### config.mk
export PLATFORM = sky130hd
export DESIGN_NAME = reg_file_mp
export DESIGN_NICKNAME = d
export VERILOG_FILES = /design/src/rtl/reg_file_mp.sv
export SDC_FILE = /design/constraint.sdc
export NUM_CORES = 2
export LEC_CHECK = 0
export CAP_MARGIN = 20
export CORE_MARGIN = 5
export CORE_UTILIZATION = 35
export CTS_CLUSTER_DIAMETER = 60
export DETAILED_ROUTE_END_ITERATION = 8
export PLACE_DENSITY_LB_ADDON = 0.12
export SYNTH_ARGS = -nofsm -noshare
export SYNTH_HDL_FRONTEND = slang
export SYNTH_SLANG_ARGS = --single-unit
### constraint.sdc
create_clock -name clk -period 6.3 [get_ports clk]
set_input_delay 0.63 -clock clk [delete_from_list [all_inputs] [get_ports clk]]
set_output_delay 0.63 -clock clk [all_outputs]
set_load 0.01 [all_outputs]
### src/rtl/reg_file_mp.sv
// Multi-port register file with two write ports, optional write bypass
// and a per-register busy scoreboard for hazard detection.
module reg_file_mp #(
    parameter int DATA_WIDTH = 32,
    parameter int ADDR_WIDTH = 5,
    parameter int NUM_READ   = 2,
    parameter int BYPASS     = 1,
    parameter int A0_INDEX   = 10
) (
    input  logic                           clk,
    input  logic                           reset,
    input  logic [NUM_READ*ADDR_WIDTH-1:0] rd_addr,
    output logic [NUM_READ*DATA_WIDTH-1:0] rd_data,
    output logic [NUM_READ-1:0]            rd_busy,
    input  logic                           we0,
    input  logic [ADDR_WIDTH-1:0]          waddr0,
    input  logic [DATA_WIDTH-1:0]          wdata0,
    input  logic                           we1,
    input  logic [ADDR_WIDTH-1:0]          waddr1,
    input  logic [DATA_WIDTH-1:0]          wdata1,
    input  logic                           alloc_en,
    input  logic [ADDR_WIDTH-1:0]          alloc_addr,
    output logic [ADDR_WIDTH:0]            busy_count,
    output logic [DATA_WIDTH-1:0]          a0
);

    localparam int DEPTH = 2 ** ADDR_WIDTH;

    if (NUM_READ < 1 || NUM_READ > 4) begin : g_bad_num_read
        $error("reg_file_mp: NUM_READ must be in 1..4");
    end

    logic [DATA_WIDTH-1:0] regs_q [DEPTH];
    logic [DATA_WIDTH-1:0] regs_d [DEPTH];
    logic [DEPTH-1:0]      busy_q;
    logic [DEPTH-1:0]      busy_d;
    logic [ADDR_WIDTH:0]   cnt_q;
    logic [ADDR_WIDTH:0]   cnt_d;

    logic wr0_en;
    logic wr1_en;
    logic al_en;

    assign wr0_en = we0 && (waddr0 != '0);
    assign wr1_en = we1 && (waddr1 != '0);
    assign al_en  = alloc_en && (alloc_addr != '0);

    // Port 1 is applied last so it wins an address collision.
    always_comb begin
        regs_d = regs_q;
        if (wr0_en) regs_d[waddr0] = wdata0;
        if (wr1_en) regs_d[waddr1] = wdata1;
    end

    // A new producer supersedes a retiring one on the same register.
    always_comb begin
        busy_d = busy_q;
        if (wr0_en) busy_d[waddr0] = 1'b0;
        if (wr1_en) busy_d[waddr1] = 1'b0;
        if (al_en) busy_d[alloc_addr] = 1'b1;
        busy_d[0] = 1'b0;
    end

    always_comb begin
        cnt_d = '0;
        for (int j = 0; j < DEPTH; j++) begin
            cnt_d = cnt_d + {{ADDR_WIDTH{1'b0}}, busy_d[j]};
        end
    end

    always_ff @(posedge clk or negedge reset) begin
        if (!reset) begin
            for (int j = 0; j < DEPTH; j++) begin
                regs_q[j] <= '0;
            end
            busy_q <= '0;
            cnt_q  <= '0;
        end else begin
            regs_q <= regs_d;
            busy_q <= busy_d;
            cnt_q  <= cnt_d;
        end
    end

    assign busy_count = cnt_q;
    assign a0         = regs_q[A0_INDEX];

    for (genvar i = 0; i < NUM_READ; i++) begin : g_rd
        logic [ADDR_WIDTH-1:0] ra;
        logic                  hit0;
        logic                  hit1;
        logic                  al_hit;
        logic [DATA_WIDTH-1:0] val;
        logic                  bsy;

        assign ra     = rd_addr[i*ADDR_WIDTH +: ADDR_WIDTH];
        assign hit1   = (BYPASS != 0) && wr1_en && (waddr1 == ra);
        assign hit0   = (BYPASS != 0) && wr0_en && (waddr0 == ra);
        assign al_hit = al_en && (alloc_addr == ra);

        always_comb begin
            val = regs_q[ra];
            if (hit1) begin
                val = wdata1;
            end else if (hit0) begin
                val = wdata0;
            end
            bsy = busy_q[ra];
            if ((hit0 || hit1) && !al_hit) bsy = 1'b0;
        end

        // Outputs are forced quiet while reset is held, bypass included.
        assign rd_data[i*DATA_WIDTH +: DATA_WIDTH] = reset ? val : '0;
        assign rd_busy[i] = reset & bsy;
    end

endmodule

# Word-level counts from Yosys, hierarchy flattened
# Index checks and enable logic that the tools add are counted.
[word_totals]
regBits = 1061
latchBits = 0
ramBits = 0
mem_bits_ro = 0
output_inout_bits = 104
memories = 0
[op_classes]
n_addsub = 30
multipliers = 0
n_div = 0
order_cmp = 14
n_eq_ne = 6
shifts = 0
mux = 35
n_bitwise = 11
reduce_logical = 23
[op_table]
columns = ["op", "count"]
rows = [
  ["$bwmux W1024", 2],
  ["$mux W1024", 2],
  ["$mux W32", 15],
  ["$bmux W32 S5", 2],
  ["$demux W32 S5", 2],
  ["$add A6 B1 Y6", 25],
  ["$and A32 B32 Y32", 2],
  ["$not A32 Y32", 2],
  ["$or A32 B32 Y32", 1],
  ["$eq A5 B5 Y1", 6],
  ["$lt A5 B6 Y1 const B", 5],
  ["$ge A6 B6 Y1 const B", 4],
  ["$not A5 Y6", 4],
  ["$logic_and A1 B1 Y1", 16],
  ["$demux W1 S5", 3],
  ["$ge A5 B1 Y1 const B", 3],
  ["$reduce_bool A5 Y1", 3],
  ["$lt A6 B1 Y1 const B", 2],
  ["$bmux W1 S5", 2],
  ["$mux W1", 7],
  ["$add A5 B1 Y6", 1],
  ["$add A4 B1 Y5", 1],
  ["$add A3 B1 Y4", 1],
  ["$add A2 B1 Y3", 1],
  ["other kinds (4)", 7],
]

# Logic depth before layout (Yosys ltp)
[depth]
word_depth = 41
depth_mapped = 22

# Worst setup path after synthesis
# OpenSTA, ideal clock, no wires.
[synth_path]
path_kind = "input to register"
startpoint = "in waddr0[4]"
endpoint = "reg cnt_q[4] (netlist: busy_count[4])"
arrival_ns = 6.389
required_time_ns = 6.220
slack_ns = -0.169
path_stages = 21
n_path_buf = 2
cell_sequence = "clkbuf_1 > or3b_1 > nor3_1 > nand2_1 > clkbuf_1 > a32o_1 > fa_1 > inv_1 > fa_1 > fa_1 > fa_1 > fa_1 > fa_1 > inv_1 > fa_1 > inv_1 > fa_1 > inv_1 > a21o_1 > a21oi_1 > xnor2_1"
[synth_rtl]
columns = ["item", "line", "source"]
rows = [
  ["start: declaration", "16", "input logic [ADDR_WIDTH-1:0] waddr0,"],
  ["$lt A5 B6 Y1 (implied by the code) / $ge A5 B1 Y1 (equally long branches)", "58", "if (wr0_en) busy_d[waddr0] = 1'b0;"],
  ["$logic_and A1 B1 Y1 (implied by the code)", "58", ""],
  ["$mux W1 (implied by the code)", "58", ""],
  ["$demux W1 S5", "58", ""],
  ["$not A32 Y32 (no source line)", "--", ""],
  ["$and A32 B32 Y32 (no source line)", "--", ""],
  ["$mux W32 *", "58", ""],
  ["$and A32 B32 Y32 (no source line)", "--", ""],
  ["$mux W32 *", "59", "if (wr1_en) busy_d[waddr1] = 1'b0;"],
  ["$or A32 B32 Y32 (no source line)", "--", ""],
  ["$mux W32 *", "60", "if (al_en) busy_d[alloc_addr] = 1'b1;"],
  ["named net busy_d[4]", "36", "logic [DEPTH-1:0] busy_d;"],
  ["$add A3 B1 Y4 *", "67", "cnt_d = cnt_d + {{ADDR_WIDTH{1'b0}}, busy_d[j]};"],
  ["$add A4 B1 Y5 *", "67", ""],
  ["$add A5 B1 Y6 *", "67", ""],
  ["$add A6 B1 Y6 * (25 in a row)", "67", ""],
  ["named net cnt_d[4]", "38", "logic [ADDR_WIDTH:0] cnt_d;"],
  ["end signal: assignment", "81", "cnt_q <= cnt_d;"],
  ["end: declaration", "37", "logic [ADDR_WIDTH:0] cnt_q;"],
]
# The timed path passes the listed nets; every way through them passes the cells marked *.

# Worst setup path in the final report
[layout_path]
startpoint = "in waddr0[2]"
endpoint = "reg cnt_q[4] (netlist: busy_count[4])"
# The elaborated chain is that of the path after synthesis.

==> results_dict.tcl <==
set metrics [dict create \
    antenna_found_initial 13 \
    dp_hpwl_um 180000 \
    highest_layer "met5" \
    seqPwrFrac 0.373 \
    wire_per_inst_um 35.5 \
    critPathKind "in2reg" \
    switchingPower_w 0.00882 \
    overflow 0 \
    synth_top_family_by_area "multiplexers" \
    synthAdderAreaFrac 0.00807 \
    grt_pass1_wl_um 432000 \
    hold_path_class "reg2reg" \
    cp_data_arrival_time_ns 6.73 \
    power_density_nw_per_um2 351 \
    cp_max_fo 4 \
    nNetsFinal 6182 \
    fmax_mhz 166 \
    pwr-share-clk 0.310 \
    drc 0 \
    critPathTopFamily "adder cells" \
    clk_path_buf_depth 3 \
    setup_viol 0 \
    synth-seq-cells 1061 \
    route.vias.total 54000 \
    p_leak_nw 31.8 \
    syn_avg_cell_area_um2 10.8 \
    cp-end-kind "register" \
    path_buf_inv 5 \
    crit_top_cell "fa_1" \
    chipHeight_um 450 \
    slew_viol_final 0 \
    async_flop_share 1.00 \
    status "completed" \
    rows 161 \
    synth-warning-count 0 \
    post-cts-setup-buffer-count 0 \
    internal_power_w 0.0184 \
    synth_ff_type "dfrtp_1" \
    drive_gt1_frac 0.216 \
    critPathSlowestCell "clkdlybuf4s50_1" \
    synth-edff-count 0 \
    syn_inst 6260 \
    cts_hold_buf 1 \
    cp_data_required_time_ns 7.00 \
    wl_met3_um 24900 \
    drt_pass1_iterations 8 \
    drv_cap 0 \
    final_cell_mix "1061 x dfrtp_1, 874 x mux2i_1, 646 x mux4_2, 592 x nor2_1, 583 x a21oi_1" \
    grt_pass1_vias 52700 \
    tightestPinTransition_ns 1.13 \
    synthToLayoutAreaGrowth_pct 14.0 \
    ant_nets 0 \
    max_stage_delay_ns 0.64 \
    via_per_inst 6.21 \
    crit_path_start_kind "input port" \
    synthMuxAreaShare 0.349 \
    ios 198 \
    dp_cells 8438 \
    power_frac_comb 0.317 \
    placed_area_um2 72600 \
    cts_tree "done" \
    switching_share 0.324 \
    wl_met2_um 143000 \
    syn_nets 6384 \
    grt_max_degree 161 \
    clk_pin_slew_ns 0.06 \
    gp_congestion 0.856 \
    die_area_um2 203000 \
    min_period_over_period 0.956 \
    hold_viol_final 0 \
    chipWidth_um 450 \
    clock_sinks 1061 \
    fin_skew_ns 0.00968 \
    max_slew_margin 0.247 \
    post_synth_and_or_nand_nor_area_fraction 0.0835 \
    ir_drop_mv 0.598 \
    cts_root_buf "clkbuf_16" \
    rsz0062_at_grt "no" \
    core_area_um2 193000 \
    insertion_delay_ns 0.79 \
    synth-xor-area-share 0.00426 \
    cp_cell_sequence "clkdlybuf4s50_1 > or3b_4 > nor3_4 > nand2_4 > a32o_1 > fa_1 > inv_1 > fa_1 > fa_1 > fa_1 > fa_1 > fa_1 > inv_1 > fa_1 > inv_1 > fa_1 > inv_1 > a21o_1 > a21oi_1 > xnor2_1" \
    htreeDepth 4 \
    syn-cell-area_um2 67900 \
    synth.distinct_cells 64 \
    finalWorstPathRequiredPeriod_ns 6.02 \
    met1_length_um 125000 \
    grtUsageTotal 0.298 \
    final_common_cell "dfrtp_1" \
    cts_buffers 143 \
    seq_area_frac_synth 0.391 \
    drt_wl_total_um 309000 \
    start_util 0.352 \
    cts_resized 0 \
    instances_no_fill 8703 \
    drt_iter0_drc 6419 \
    synth_compound_area_frac 0.107 \
    port_buffers 197 \
    fin_area_um2 77400 \
]
==> logic make-up (layout without fill, tap and decap cells) <==
group / Yosys count / in the layout
AO/OA/AOI/OAI: 1275 / 1275
XOR/XNOR: 33 / 33
adder cells (fa/ha/maj): 30 / 30
buffers and inverters: 927 / 839
flip-flops: 1061 / 1061
multiplexers: 1552 / 1552
other: 0 / 5
AND/OR/NAND/NOR: 1382 / 1382
==> registers in the layout, summed over array words and instances, names as in the netlist <==
register    count
busy_q         31
a0             32
busy_count      6
regs_q        992
==> worst paths after layout <==
kind,from,to,slack (ns),cells after the start
max,waddr0[2],busy_count[4]$_DFF_PN0_,0.28,20
min,regs_q[1001]$_DFF_PN0_,regs_q[1001]$_DFF_PN0_,0.40,0
max reg2reg,busy_q[14]$_DFF_PN0_,busy_count[4]$_DFF_PN0_,1.06,17
min reg2reg,regs_q[1001]$_DFF_PN0_,regs_q[1001]$_DFF_PN0_,0.40,0
max in group asynchronous,reset,regs_q[325]$_DFF_PN0_,2.88,5
min in group asynchronous,reset,regs_q[289]$_DFF_PN0_,0.57,2
==> cell type report <==
| type | count | area (um2) |
|---|---|---|
| Tap cell | 2526 | 3160 |
| Clock buffer | 200 | 4030 |
| Antenna cell | 5 | 12.5 |
| Clock inverter | 59 | 751 |
| Fill cell | 18300 | 115000 |
| Inverter | 42 | 163 |
| Timing Repair Buffer | 538 | 4750 |
| Sequential cell | 1061 | 26600 |
| Multi-Input combinational cell | 4272 | 38000 |
==> power by group through the flow <==
stage | registers (W) | logic (W) | clock network, W
after floorplan | 0.00959 | 0.00621 | 0
after global placement | 0.0101 | 0.00863 | 0
after detailed placement | 0.0102 | 0.00863 | 0
after CTS | 0.0101 | 0.00866 | 0.00857
after global routing | 0.0103 | 0.00947 | 0.00883
final | 0.0101 | 0.00861 | 0.00844
==> layer usage <==
layer,vias to the layer above,GRT usage
li1,22600,-
met3,608,0.0592
met1,27900,0.397
met2,2845,0.472
met5,-,0
met4,8,0.133
==> metrics by stage <==
step / power [W] / setup TNS [ns] / utilization / setup WS (ns) / hold slack (ns)
detailed placement: 0.0188 / -1.88 / 0.377 / -0.508 / 0.382
floorplan: 0.0158 / 0 / - / 0.0244 / 0.334
global placement: 0.0188 / -2.07 / 0.377 / -0.560 / 0.377
global route: 0.0286 / 0 / 0.401 / 0.127 / 0.407
CTS: 0.0273 / 0 / 0.401 / 0.334 / 0.370
finish: 0.0272 / 0 / 0.401 / 0.278 / 0.395
==> synthesized netlist by cell type (52+ instances only) <==
library cell | number | share of area
buf_1 | 123 | 0.0068
mux2i_1 | 874 | 0.13
clkbuf_1 | 566 | 0.031
nand2_1 | 520 | 0.029
dfrtp_1 | 1061 | 0.39
nand4_1 | 64 | 0.0059
o21ai_1 | 272 | 0.020
a32oi_1 | 164 | 0.021
buf_4 | 52 | 0.0058
a21oi_1 | 583 | 0.043
nor2_1 | 620 | 0.034
nand3_1 | 100 | 0.0074
buf_2 | 121 | 0.0089
mux4_2 | 646 | 0.21
o21ai_0 | 170 | 0.013
Power figures use the tool's default switching activity.
